### src/rtl/led_serial_shifter.sv
// Parallel-to-serial driver for daisy-chained 74HC164-style LED shift registers.
// One frame: clear, shift DATA_BITS bits MSB-first with a generated s_clk, then enable outputs.
module led_serial_shifter #(
  parameter int DATA_BITS       = 16,
  parameter int DATA_COUNT_BITS = 4
) (
  input  logic                 clk,
  input  logic                 rst,
  input  logic                 start,
  input  logic [DATA_BITS-1:0] p_data,
  output logic                 s_clk,
  output logic                 s_clrn,
  output logic                 s_out,
  output logic                 pen,
  output logic                 busy,
  output logic                 done
);

  typedef enum logic [1:0] {IDLE, CLEAR, SHIFT, DONE} state_t;

  state_t                     state, state_n;
  logic                       phase, phase_n;
  logic [DATA_COUNT_BITS-1:0] cnt, cnt_n;
  logic [DATA_BITS-1:0]       sreg, sreg_n;
  logic                       s_clk_n, s_clrn_n, s_out_n, pen_n, busy_n, done_n;

  always_ff @(posedge clk or posedge rst) begin
    if (rst) begin
      state  <= IDLE;
      phase  <= 1'b0;
      cnt    <= '0;
      sreg   <= '0;
      s_clk  <= 1'b0;
      s_clrn <= 1'b1;
      s_out  <= 1'b0;
      pen    <= 1'b0;
      busy   <= 1'b0;
      done   <= 1'b0;
    end else begin
      state  <= state_n;
      phase  <= phase_n;
      cnt    <= cnt_n;
      sreg   <= sreg_n;
      s_clk  <= s_clk_n;
      s_clrn <= s_clrn_n;
      s_out  <= s_out_n;
      pen    <= pen_n;
      busy   <= busy_n;
      done   <= done_n;
    end
  end

  // Outputs are decoded from the upcoming state so they register in step with it.
  always_comb begin
    state_n  = state;
    phase_n  = phase;
    cnt_n    = cnt;
    sreg_n   = sreg;
    s_clk_n  = s_clk;
    s_clrn_n = s_clrn;
    s_out_n  = s_out;
    pen_n    = pen;
    busy_n   = busy;
    done_n   = 1'b0;
    case (state)
      IDLE: begin
        if (start) begin
          sreg_n   = p_data;
          cnt_n    = DATA_COUNT_BITS'(DATA_BITS - 1);
          state_n  = CLEAR;
          s_clrn_n = 1'b0;
          pen_n    = 1'b0;
          busy_n   = 1'b1;
          s_clk_n  = 1'b0;
          s_out_n  = 1'b0;
        end
      end
      CLEAR: begin
        state_n  = SHIFT;
        phase_n  = 1'b0;
        s_clrn_n = 1'b1;
        s_clk_n  = 1'b0;
        s_out_n  = sreg[DATA_BITS-1];
      end
      SHIFT: begin
        if (!phase) begin
          phase_n = 1'b1;
          s_clk_n = 1'b1;
        end else begin
          sreg_n  = {sreg[DATA_BITS-2:0], 1'b0};
          phase_n = 1'b0;
          s_clk_n = 1'b0;
          if (cnt == '0) begin
            state_n = DONE;
            s_out_n = 1'b0;
            pen_n   = 1'b1;
            done_n  = 1'b1;
          end else begin
            cnt_n   = cnt - 1'b1;
            // Next MSB is presented before the shift takes effect.
            s_out_n = sreg[DATA_BITS-2];
          end
        end
      end
      DONE: begin
        state_n = IDLE;
        busy_n  = 1'b0;
      end
      default: state_n = IDLE;
    endcase
  end

endmodule

### config.mk
export PLATFORM = sky130hd
export DESIGN_NAME = led_serial_shifter
export DESIGN_NICKNAME = d
export VERILOG_FILES = /design/src/rtl/led_serial_shifter.sv
export SDC_FILE = /design/constraint.sdc
export NUM_CORES = 1
export LEC_CHECK = 0
export ABC_AREA = 1
export BUFFER_PORTS_ARGS = -buffer_cell sky130_fd_sc_hd__buf_2
export CAP_MARGIN = 20
export CORE_ASPECT_RATIO = 1.1
export CORE_MARGIN = 4
export CORE_UTILIZATION = 55
export DETAILED_ROUTE_END_ITERATION = 8
export PLACE_DENSITY = 0.78
export SLEW_MARGIN = 10
export SYNTH_ARGS = -nofsm -noshare
export SYNTH_HDL_FRONTEND = slang
export SYNTH_SLANG_ARGS = --single-unit
### constraint.sdc
create_clock -name clk -period 1.55 [get_ports clk]
set_input_delay 0 -clock clk [delete_from_list [all_inputs] [get_ports clk]]
set_output_delay 0 -clock clk [all_outputs]
set_load 0.02 [all_outputs]
### After elaboration in Yosys (flattened, before gate mapping)

Cells that the tools add are included.

* eq/ne operators: 7
* multiplexer cells: 27
* add/subtract/negate cells: 1
* bitwise operators: 0
* multipliers: 0
* $lt $le $gt $ge: 0
* divide/modulo/power cells: 0
* shifts and indexed selects: 0
* reductions and logical operators: 15

Operator list (count)
* $mux 16: 2
* $pmux 16 s2: 1
* $mux 4: 3
* $mux 1: 10
* $reduce_and 3->1: 3
* $ne 2x2->1 const B: 4
* $pmux 1 s2: 4
* $pmux 2 s4: 1
* $pmux 4 s2: 1
* $reduce_and 4->1: 2
* $reduce_bool 2->1: 4
* $mux 2: 3
* $pmux 1 s3: 2
* $reduce_and 2->1: 3
* $eq 2x2->1 const B: 2
* $logic_not 4->1: 1
* $sub 4x1->4 const B: 1
* $reduce_bool 3->1: 1
* $eq 2x1->1 const B: 1
* $logic_not 2->1: 1

* bits in latches: 0
* output and inout bits: 6
* memory bits (read-only): 0
* RAM bits: 0
* memories: 0
* bits of input ports: 19
* register bits: 29

### Logic depth before layout (Yosys ltp)

* word-level depth: 4
* gate-level depth with buffers: 9
* gate-level depth less buffers: 9

### Worst setup path after synthesis

OpenSTA, ideal clock, no wires.

* path kind: reg2reg
* from: register state[0]
* to: register cnt[2]
* cell stages (with the launch flop): 9
* required time: 1.433 ns
* setup slack: 0.167 ns
* path buffers: 0
* arrival: 1.267 ns
* cell sequence: dfrtp_1 -> inv_1 -> ha_1 -> nand2_1 -> nand2_2 -> nor2_4 -> nand2_1 -> nand2_1 -> nand2_1

* word-level cells in the longest chain between the ends: 3
* elaborated cells on any way between the ends: 8

Ends and longest elaborated chain
* start: declaration: line 21 `state_t state, state_n;`
* start signal: assignment: line 40 `state <= state_n;`
* $eq 2x2->1 or $logic_not 2->1 (tied branches): line 65 `case (state)`
* $ne 2x2->1 (no source line) or $reduce_bool 2->1 (tied branches)
* $reduce_and 4->1 (no source line)
* end signal: assignment: line 42 `cnt <= cnt_n;`
* end: declaration: line 23 `logic [DATA_COUNT_BITS-1:0] cnt, cnt_n;`

Several ways; a longest one is shown, not always the timed one.
A chain may end at the register's enable or synchronous reset.

### Worst setup path after layout

* from: register state[0]
* to: register cnt[3]

Same word-level chain as after synthesis.

==> metrics.yaml <==
status: "finished, final reports clean"
finalHoldViolCount: 0
regMostFlops: "sreg"
layout_common_cells: "nand2_1, dfrtp_1, buf_2"
p_leak_uw: 0.001138
postSynthNetCount: 231
area.growth.synth_to_final_pct: 32.10
r2r-start: "state[0]"
crit_buf_inv: 3
ys_seq_elements: 29
route.met2.wl_um: 1926
route.detailed.wl_per_inst_um: 12.81
finalClockSkew_ps: 5.208
hold_path_class: "input pin to flip-flop"
drive_gt1_frac: 0.1969
viasPerCell: 5.079
pin_count: 25
drc: 0
synth_area_per_cell_um2: 7.211
crit_required_ps: 1770
final_common_cell: "nand2_1"
slew_headroom: 0.7575
crit_chain: "inv_1 -> ha_2 -> buf_12 -> nand3_1 -> inv_1 -> nor2_4 -> nand2_1 -> nand2_1"
synth_top_area_cell: "dfrtp_1"
r2r_slack_ps: 70
pwr-share-comb: 0.528
report.final.slew_viol_count: 0
ys_seq_area_frac: 0.4870
finalCriticalPeriod_ps: 1485
overflow: 0
r2r_cells: 8
hpwlAfterDp_um: 2282
gp_congestion: 0.9046
cts_sinks: 29
top_layer: "met4"
largest_registers: "sreg (16), cnt (4), state (2)"
grt_max_degree: 30
largest_register_ff_count: 16
drtIter0Drc: 55
coreArea_um2: 2544
grt_use_total: 0.2226
synth_compound_area_frac: 0.03604
tightest_slew_ps: 363.8
design.die.area_um2: 3612
fin_crit_sh: 0.9578
rows: 19
synth-adder-area-share: 0.04191
route.met3.wl_um: 187
antenna_cells: 0
worst_setup_path_start_kind: "flip-flop"
portBuffers: 24
antenna_found_initial: 0
fp.dieW_um: 57.67
synth_top_family_by_area: "simple AND/OR/NAND/NOR gates"
whs_path_depth: 3
ant_nets: 0
synth_area_leaders: "dfrtp_1, nand2_1, inv_1, ha_1, nand3_1"
critPathCaptureType: "flip-flop"
path_depth: 8
vdd_ir_drop_max_uv: 1487
seq_area_um2: 726.9
hold_end: "s_clrn"
p_int_uw: 2368
filler_cell_count: 165
synth_top_area_share: 0.4694
clock-root-buffer: "clkbuf_4"
tritoncts: "yes"
critPathKind: "flip-flop to flip-flop"
fin_area_um2: 1972
ys_warn_count: 0
die_y_um: 62.64
cp_top_family: "flip-flops"
cp_max_fo: 21
wirelength_met1_um: 1485
timing.rr.end: "cnt[3]"
drt-pass1-iter-count: 4
synth.area.mux_share: 0
cp_slowest_cell: "dfrtp_1"
maxClockFrequency_ghz: 0.6736
worst_ep_arrival_time_ps: 1700
h-tree-depth: 2
synth_cells: 207
switching_share: 0.4445
finalWirelength_um: 3714
initial_core_util: 0.5868
fin_nets: 282
slowest_delay_ps: 420
p_sw_uw: 1895
grt_first_pass_wirelength_um: 6203
clkTransAtPathRegs_ps: 90
cts_buffer_depth: 2
syn_area_um2: 1493
cap_violations: 0
yosys.area_share.xor_xnor: 0
grt_pass1_vias: 1454
cts_buffers: 5
place_area_um2: 1683
pwr-share-clk: 0.153
hp-start: "start"
pwr-share-seq: 0.319
total_power_uw: 4263
dr_total_vias: 1473
setup_violations: 0
p_per_area_nw_per_um2: 2162
synth_cell_types: 18
synth_simple_gate_area_frac: 0.3671
multi_input_area_um2: 679.4
insertion_delay_ps: 330
cell type report:
type | instances | share of cell area
inverters | 20 | 0.03807
flip-flops and latches | 29 | 0.3687
clock inverters | 1 | 0.01523
well taps | 31 | 0.01967
clock buffers | 7 | 0.02792
multi-input cells | 153 | 0.3445
repair buffers | 49 | 0.1859
tightest hold or removal path, stage by stage:
cell,delay (ps)
buf_2,120
nand2_1,120
a22o_1,150
synthesized netlist by cell type:
library cell,number
nand3_2,1
a22o_1,1
dfrtp_1,28
ha_1,5
buf_2,3
nand2_2,2
a21oi_1,2
dfstp_2,1
nand3_1,7
or2_2,1
o21ai_0,7
clkbuf_1,1
inv_2,2
nor2_4,1
buf_4,1
nor2_1,6
inv_1,18
nand2_1,120
power groups by stage:
stage | clock network [uW] | logic (uW) | registers [uW]
final | 654 | 2250 | 1360
after global routing | 705 | 2550 | 1390
after CTS | 657 | 2130 | 1350
after detailed placement | 0 | 2050 | 1370
after global placement | 0 | 1970 | 1350
after floorplan | 0 | 1430 | 1390
stage by stage:
stage	cells	hold slack (ps)	setup TNS [ps]	worst slack (ps)	utilization
after floorplan	207	77.37	0	166.9	-
after global placement	263	79.03	0	80.29	0.6616
after detailed placement	263	84.57	0	5.585	0.6616
after CTS	288	85.96	0	28.93	0.7654
after global routing	290	94.81	-27.59	-9.306	0.7752
final	290	91.06	0	65.46	0.7752
worst max-delay path by stage:
stage	startpoint	end	slack (ps)
2_1_floorplan	state[0]	cnt[2]	170
3_3_place_gp	state[0]	sreg[6]	80
3_5_place_dp	state[0]	cnt[3]	6
4_1_cts	state[0]	sreg[6]	30
5_1_grt	state[1]	cnt[2]	-9
6_report	state[0]	cnt[3]	70
kinds of logic (layout without fill, tap and decap cells):
kind of cell	count (synthesis)	count (layout)
AND/OR/NAND/NOR	138	138
adder cells (fa/ha/maj)	5	5
flip-flops	29	29
AO/OA/AOI/OAI	10	10
buffers and inverters	25	77
repair_timing:
item / 4_1_cts / 5_1_grt
gates resized for setup: 3 / 3
endpoints found under the setup margin: 13 / 19
pin swaps: 0 / 0
hold buffers: 17 / 0
endpoints found under the hold margin: 44 / 0
cloned: 0 / 0
setup buffers: 0 / 2
per-layer routing:
| layer | vias to the layer above | track usage |
|---|---|---|
| li1 | 725 | - |
| met5 | - | 0 |
| met2 | 60 | 0.3672 |
| met3 | 19 | 0.06818 |
| met4 | 0 | 0.1101 |
| met1 | 669 | 0.2560 |
Note: power is estimated with default switching activity, not from simulation.
